<file path="src/rtl/kinase_valve_sequencer.sv">
// kinase_valve_sequencer
// Command-driven actuation sequencer for the kinase_activity array ctrl pads.
// A LOAD/MIX/FLUSH command applies a valve pattern, lets it settle, runs the
// selected peristaltic pump for count full cycles, releases the pump and
// returns to IDLE with a one-cycle done pulse. Valve bit 1 = pressurized/closed.
// All pattern outputs are registered: the next-state logic resolves the
// state for the coming cycle and the pattern decode is taken from that.

module kinase_valve_sequencer #(
    parameter int STEP_DIV = 1000,
    parameter int CNT_W    = 16
) (
    input  logic             clk,
    input  logic             rst,
    input  logic             cmd_valid,
    output logic             cmd_ready,
    input  logic [1:0]       cmd_op,
    input  logic [3:0]       cmd_sel,
    input  logic [CNT_W-1:0] cmd_count,
    input  logic             abort,
    output logic             busy,
    output logic             done,
    output logic             error,
    output logic [12:0]      ctrl_a,
    output logic [3:0]       ctrl_s,
    output logic [2:0]       pump_a,
    output logic [1:0]       pump_b
);

    localparam int CYC_W = $clog2(STEP_DIV + 1);
    // Holds count * 6 without overflow.
    localparam int PH_W  = CNT_W + 3;
    localparam logic [CYC_W-1:0] CYC_LAST = CYC_W'(STEP_DIV - 1);

    localparam logic [1:0] OP_NOP   = 2'd0;
    localparam logic [1:0] OP_LOAD  = 2'd1;
    localparam logic [1:0] OP_MIX   = 2'd2;

    localparam logic [12:0] CA_IDLE  = 13'h1FFF;
    localparam logic [12:0] CA_LOAD  = 13'h1FF8;
    localparam logic [12:0] CA_MIX   = 13'h1FC7;
    localparam logic [12:0] CA_FLUSH = 13'h003F;

    typedef enum logic [1:0] {
        S_IDLE    = 2'd0,
        S_SETTLE  = 2'd1,
        S_PUMP    = 2'd2,
        S_RELEASE = 2'd3
    } state_t;

    state_t            state_q, state_d;
    logic [1:0]        op_q, op_d;
    logic [3:0]        sel_q, sel_d;
    logic [CYC_W-1:0]  cyc_q, cyc_d;
    logic [PH_W-1:0]   phase_left_q, phase_left_d;
    logic [2:0]        phase_idx_q, phase_idx_d;
    logic [12:0]       ctrl_a_q, ctrl_a_d;
    logic [3:0]        ctrl_s_q, ctrl_s_d;
    logic [2:0]        pump_a_q, pump_a_d;
    logic [1:0]        pump_b_q, pump_b_d;
    logic              busy_q, busy_d;
    logic              done_q, done_d;
    logic              error_q, error_d;

    logic              step_end;
    logic              sel_onehot;
    logic              cmd_reject;
    logic [2:0]        phase_last;

    assign step_end   = (cyc_q == CYC_LAST);
    assign sel_onehot = (cmd_sel != 4'd0) && ((cmd_sel & (cmd_sel - 4'd1)) == 4'd0);
    assign cmd_reject = (cmd_op == OP_NOP) || ((cmd_op == OP_LOAD) && !sel_onehot);
    // MIX drives the 4-phase pump, LOAD/FLUSH the 6-phase pump.
    assign phase_last = (op_q == OP_MIX) ? 3'd3 : 3'd5;

    // Next-state logic: command accept, interval timing, pump stepping, abort.
    always_comb begin
        state_d      = state_q;
        op_d         = op_q;
        sel_d        = sel_q;
        cyc_d        = cyc_q;
        phase_left_d = phase_left_q;
        phase_idx_d  = phase_idx_q;
        done_d       = 1'b0;
        error_d      = 1'b0;

        case (state_q)
            S_IDLE: begin
                cyc_d = '0;
                if (cmd_valid) begin
                    op_d        = cmd_op;
                    sel_d       = cmd_sel;
                    phase_idx_d = 3'd0;
                    if (cmd_op == OP_MIX) begin
                        phase_left_d = {1'b0, cmd_count, 2'b00};
                    end else begin
                        phase_left_d = {1'b0, cmd_count, 2'b00} + {2'b00, cmd_count, 1'b0};
                    end
                    if (cmd_reject) begin
                        error_d = 1'b1;
                    end else begin
                        state_d = S_SETTLE;
                    end
                end
            end
            S_SETTLE: begin
                if (abort) begin
                    state_d      = S_RELEASE;
                    cyc_d        = '0;
                    phase_left_d = '0;
                end else if (step_end) begin
                    cyc_d   = '0;
                    // A zero count skips pumping entirely.
                    state_d = (phase_left_q == '0) ? S_RELEASE : S_PUMP;
                end else begin
                    cyc_d = cyc_q + CYC_W'(1);
                end
            end
            S_PUMP: begin
                if (abort) begin
                    state_d      = S_RELEASE;
                    cyc_d        = '0;
                    phase_left_d = '0;
                    phase_idx_d  = 3'd0;
                end else if (step_end) begin
                    cyc_d = '0;
                    if (phase_left_q == PH_W'(1)) begin
                        state_d      = S_RELEASE;
                        phase_left_d = '0;
                        phase_idx_d  = 3'd0;
                    end else begin
                        phase_left_d = phase_left_q - PH_W'(1);
                        phase_idx_d  = (phase_idx_q == phase_last) ? 3'd0 : phase_idx_q + 3'd1;
                    end
                end else begin
                    cyc_d = cyc_q + CYC_W'(1);
                end
            end
            S_RELEASE: begin
                if (step_end) begin
                    state_d = S_IDLE;
                    cyc_d   = '0;
                    done_d  = 1'b1;
                end else begin
                    cyc_d = cyc_q + CYC_W'(1);
                end
            end
            default: begin
                state_d = S_IDLE;
            end
        endcase
    end

    // Output decode of the upcoming state, so the registered outputs line up with it.
    always_comb begin
        ctrl_a_d = CA_IDLE;
        ctrl_s_d = 4'hF;
        pump_a_d = 3'b111;
        pump_b_d = 2'b11;
        busy_d   = (state_d != S_IDLE);

        if (state_d != S_IDLE) begin
            case (op_d)
                OP_LOAD: begin
                    ctrl_a_d = CA_LOAD;
                    ctrl_s_d = ~sel_d;
                end
                OP_MIX: begin
                    ctrl_a_d = CA_MIX;
                    ctrl_s_d = 4'hF;
                end
                default: begin
                    ctrl_a_d = CA_FLUSH;
                    ctrl_s_d = 4'h0;
                end
            endcase
        end

        if (state_d == S_PUMP) begin
            if (op_d == OP_MIX) begin
                case (phase_idx_d)
                    3'd0:    pump_b_d = 2'b10;
                    3'd1:    pump_b_d = 2'b00;
                    3'd2:    pump_b_d = 2'b01;
                    default: pump_b_d = 2'b11;
                endcase
            end else begin
                case (phase_idx_d)
                    3'd0:    pump_a_d = 3'b011;
                    3'd1:    pump_a_d = 3'b001;
                    3'd2:    pump_a_d = 3'b101;
                    3'd3:    pump_a_d = 3'b100;
                    3'd4:    pump_a_d = 3'b110;
                    default: pump_a_d = 3'b010;
                endcase
            end
        end
    end

    // State and output registers; reset returns everything to IDLE silently.
    always_ff @(posedge clk) begin
        if (rst) begin
            state_q      <= S_IDLE;
            op_q         <= OP_NOP;
            sel_q        <= 4'd0;
            cyc_q        <= '0;
            phase_left_q <= '0;
            phase_idx_q  <= 3'd0;
            ctrl_a_q     <= CA_IDLE;
            ctrl_s_q     <= 4'hF;
            pump_a_q     <= 3'b111;
            pump_b_q     <= 2'b11;
            busy_q       <= 1'b0;
            done_q       <= 1'b0;
            error_q      <= 1'b0;
        end else begin
            state_q      <= state_d;
            op_q         <= op_d;
            sel_q        <= sel_d;
            cyc_q        <= cyc_d;
            phase_left_q <= phase_left_d;
            phase_idx_q  <= phase_idx_d;
            ctrl_a_q     <= ctrl_a_d;
            ctrl_s_q     <= ctrl_s_d;
            pump_a_q     <= pump_a_d;
            pump_b_q     <= pump_b_d;
            busy_q       <= busy_d;
            done_q       <= done_d;
            error_q      <= error_d;
        end
    end

    assign cmd_ready = (state_q == S_IDLE);
    assign busy      = busy_q;
    assign done      = done_q;
    assign error     = error_q;
    assign ctrl_a    = ctrl_a_q;
    assign ctrl_s    = ctrl_s_q;
    assign pump_a    = pump_a_q;
    assign pump_b    = pump_b_q;

endmodule

</file>
<file path="config.mk">
export PLATFORM = sky130hd
export DESIGN_NAME = kinase_valve_sequencer
export DESIGN_NICKNAME = d
export VERILOG_FILES = /design/src/rtl/kinase_valve_sequencer.sv
export SDC_FILE = /design/constraint.sdc
export NUM_CORES = 1
export LEC_CHECK = 0
export BUFFER_PORTS_ARGS = -buffer_cell sky130_fd_sc_hd__buf_2
export CAP_MARGIN = 20
export CORE_ASPECT_RATIO = 1.5
export CORE_MARGIN = 1
export CORE_UTILIZATION = 45
export CTS_BUF_LIST = sky130_fd_sc_hd__clkbuf_4
export CTS_CLUSTER_SIZE = 12
export DETAILED_ROUTE_END_ITERATION = 10
export MAX_ROUTING_LAYER = met4
export RECOVER_POWER = 25
export SYNTH_ARGS = -nofsm -noshare
export SYNTH_HDL_FRONTEND = slang
export SYNTH_SLANG_ARGS = --single-unit
</file>
<file path="constraint.sdc">
create_clock -name clk -period 3.4 [get_ports clk]
set_input_delay 0.17 -clock clk [delete_from_list [all_inputs] [get_ports clk]]
set_output_delay 0.17 -clock clk [all_outputs]
set_load 0.01 [all_outputs]
</file>
After elaboration in Yosys (flattened, before gate mapping)
Cells that the tools add are included.
Widths: inputs -> output; s select.
Operators by class
  multiplexer cells: 37
  bitwise gates (word level): 8
  eq/ne operators: 19
  reductions and logical operators: 19
  $add $sub $neg: 5
Operators with widths (count)
  $mux 19: 6
  $pmux 19 s3: 1
  $pmux 10 s3: 1
  $pmux 13 s2: 1
  $mux 10: 2
  $mux 2: 10
  $add 18x17->19: 1
  $eq 19x1->1 const B: 1
  $logic_not 19->1: 1
  $sub 19x1->19 const B: 1
  $mux 3: 6
  $pmux 3 s5: 1
  $eq 2x2->1 const B: 6
  $add 10x1->10 const B: 1
  $eq 10x10->1 const B: 1
  $reduce_or 3->1: 3
  $mux 4: 2
  $pmux 2 s4: 1
  $pmux 4 s2: 1
  $eq 2x1->1 const B: 3
  $eq 3x2->1 const B: 2
  $not 1->1: 6
  $pmux 2 s3: 1
  $pmux 3 s2: 1
  other kinds (21): 28
Word-level totals
  register bits after elaboration: 65
  input bits: 26
  word-level logic and storage cells: 101
  output and inout port bits: 26

Logic depth before layout (Yosys ltp)
  word-level depth: 13
  gate-level depth with buffers: 10
  gate-level depth less buffers: 10

Worst setup path after synthesis
No wires, ideal clock.
  kind: reg-to-reg
  from: register phase_left_q[10]
  to: register pump_a_q[2] (netlist: pump_a[2])
  cell stages (with the launch flop): 8
  setup time: 0.124 ns
  arrival: 2.263 ns
  path buffers: 0
  period minus slack after synthesis: 2.387 ns
  required time: 3.276 ns
  slack: 1.013 ns
  cells stage by stage: dfxtp_1 -> or4_4 -> nand4bb_4 -> o31a_1 -> a31oi_1 -> mux2_4 -> nor3_1 -> a2111o_1
On the way
  cells in the longest elaborated chain, start to end: 8
  elaborated cells between the ends (all ways): 22
  classes of those cells: eq/ne: 6; mux: 12; bitwise: 1; reduce/logical: 3
Ends and longest elaborated chain
  from (decl): RTL line 55  | logic [PH_W-1:0] phase_left_q, phase_left_d;
  from (signal assigned): RTL line 221  | phase_left_q <= phase_left_d;
  parallel branches: the longest is 8 deep, another holds $eq 19x1->1
  to (signal assigned): RTL line 225  | pump_a_q <= pump_a_d;
  to (decl): RTL line 59  | logic [2:0] pump_a_q, pump_a_d;
Several ways; the timed one is not identified.
A chain may end at the register's enable or synchronous reset.

Worst setup path after layout
  from: register phase_left_q[2]
  to: register pump_a_q[2] (netlist: pump_a[2])
Same word-level chain as after synthesis.

==> qor.yml <==
critical_path:
  end_kind: "flip-flop"
  crit_buf_inv: 0
  worstPathRequired_ps: 3700
  crit_type: "flip-flop to flip-flop"
  cp-start-kind: "flip-flop"
  rr_startpoint: "phase_left_q[2]"
  cp_max_fo: 6
  max_stage_delay_ps: 750
  crit_slowest_cell: "nor4_1"
  cpLargestDelayFamily: "simple AND/OR/NAND/NOR gates"
  crit_chain: "nor4_1 > nand3_1 > o31a_1 > a31oi_1 > mux2_4 > nor3_1 > a2111o_1"
  crit_arrival_ps: 3050
  cp-startpoint: "phase_left_q[2]"
power_and_ir_drop:
  ir_drop_v: 0.000186
  power_leakage_nw: 1.64
  p_per_area_nw_per_um2: 450
floorplan:
  io_pins: 52
  core-area_um2: 8110
  num_rows: 40
  die_y_um: 115
  start_util_pct: 47.1
  die_width_um: 77.2
  dieArea_um2: 8870
global_route:
  overflow: 0
  grt_pass1_vias: 3279
  grt_max_degree: 28
  antenna_found_initial: 1
  grt_use_total_pct: 22.1
  grt_pass1_wl_mm: 15.4
cts:
  post_cts_buffers: 0
  clkTransAtPathRegs_ps: 150
  cts_tree: "yes"
  clk_latency_ps: 390
  root_buffer: "clkbuf_4"
  cts_made_buffers: 5
  cts_hold_buffers: 1
  cts-resized-gates: 0
  htreeDepth: 2
  cts.sinks: 55
  clk_path_buf_depth: 2
layout:
  final_cells: 627
  layout.cells.most_common: "dfxtp_1"
  areaGrowthSynthToFinish_pct: 8.71
  fin_nets: 574
  final_cell_mix: "dfxtp_1, nor2_1, nand2_1, o21ai_0, a21oi_1"
  drive_gt1_share_pct: 11.9
worst_hold_path:
  holdCritPathClass: "input pin to flip-flop"
  min_from: "cmd_op[0]"
yosys:
  ys_seq_elements: 55
  synth_edf_count: 0
  avgSynthCellArea_um2: 7.91
  yosysTopAreaCell: "dfxtp_1"
  yosysSeqAreaShare_pct: 28.8
  syn_nets: 537
  synth_top_cell_area_share_pct: 28.8
  synth.distinct_cells: 65
  async_reset_ff_share_pct: 0
  yosysWarnings: 0
  syn_area_um2: 3820
  syn_inst: 483
  synth.area.top_cells: "dfxtp_1, ha_1, o21ai_0"
  synth_flop_cell: "dfxtp_1"
sta:
  final_max_slew_viol_count: 0
  skew_ps: 5.13
  period_needed_ps: 2750
  fin_ws_ps: 649
  fin_crit_sh_pct: 80.9
  hold_violations: 0
  max_freq_mhz: 364
  rsz0062_at_grt: "no"
  tns_ps: 0
  worst_pin_slew_ps: 833
  slew-limit-headroom_pct: 43.9
  setup_viol: 0
place:
  post-place-ws_ps: 727
  place.gp.congestion: 0.872
  place_inst: 617
  port_buffers: 51
  hpwlAfterDp_mm: 6.76
detailed_routing:
  routedWlPerCell_um: 14.4
  initialDrtViolationCount: 158
  ant_nets: 0
  drtPass1Iterations: 4
  drc: 0
  wl_mm: 9.02
  vias_per_cell: 5.76
  vias: 3609
status:
  status: "completed"
flow_run:
  cap_violations: 0
## kinds of logic (layout without fill, tap and decap cells)
kind of cell             count (synthesis)  count (layout)  synth area share [%]
buffers and inverters                   48              86                  5.73
multiplexers                            11              11                  3.08
adder cells (fa/ha/maj)                 28              28                  9.37
other                                    0               1                     0
AO/OA/AOI/OAI                          154             154                  26.8
XOR/XNOR                                13              13                  2.98
flip-flops                              55              55                  28.8
AND/OR/NAND/NOR                        174             174                  23.2
## power by group
group	leakage, nW	switching (mW)	internal, mW
Clock	0.0288	0.215	0.0799
Combinational	1.17	0.471	0.318
Sequential	0.450	0.0646	0.720
Total	1.64	0.750	1.12
## area by class of cell
cell class	instances	area (um^2)
well taps	105	131
clock buffers	5	37.5
repair buffers	57	278
flip-flops and latches	55	1100
diodes	1	2.50
multi-input cells	380	2500
clock inverters	3	20.0
fillers	862	3960
inverters	21	78.8
## per-layer routing
layer	track usage [%]	share of wire (%)
met5	-	0
met4	8.68	2.2
met3	2.46	2.9
met2	40.1	52
met1	24.5	43
## sequential cells by signal, summed over array words and instances (netlist names), 2 cells and up
register,flops
ctrl_a,3
ctrl_s,4
cyc_q,10
op_q,2
phase_idx_q,3
phase_left_q,19
pump_a,3
pump_b,2
sel_q,4
state_q,2
## synthesized netlist by cell type, drive strengths merged, types with 7 or more instances
| library cell | instances |
|---|---|
| a21oi | 38 |
| dfxtp | 55 |
| buf | 11 |
| clkbuf | 16 |
| nand3 | 15 |
| xnor2 | 7 |
| inv | 21 |
| o21ai | 45 |
| ha | 27 |
| or3 | 10 |
| nor3 | 11 |
| nor2b | 8 |
| mux2i | 8 |
| nand2 | 39 |
| nand2b | 7 |
| nor2 | 48 |
## worst register-to-register path: stages, from the launching register on
cell and delay, ps:
dfxtp_1 390, nor4_1 750, nand3_1 290, o31a_1 350
a31oi_1 220, mux2_4 210, nor3_1 60, a2111o_1 390
## metrics by stage
stage	hold WS [ps]	util [%]	area (um^2)	power [mW]
6_report	33.2	51.2	4150	1.87
4_1_cts	12.4	51.5	4180	1.89
5_1_grt	39.8	51.2	4150	2.01
3_3_place_gp	428	50.7	4110	1.58
2_1_floorplan	260	-	3820	1.40
3_5_place_dp	423	50.7	4110	1.59
## final timing paths
check,cells after the start,slack (ps),to
worst max-delay path,7,650,pump_a[2]
worst max register to register,7,650,pump_a[2]
worst min register to register,1,490,cyc_q[0]
worst min-delay path,2,30,error
Note: power is estimated with default switching activity, not from simulation.
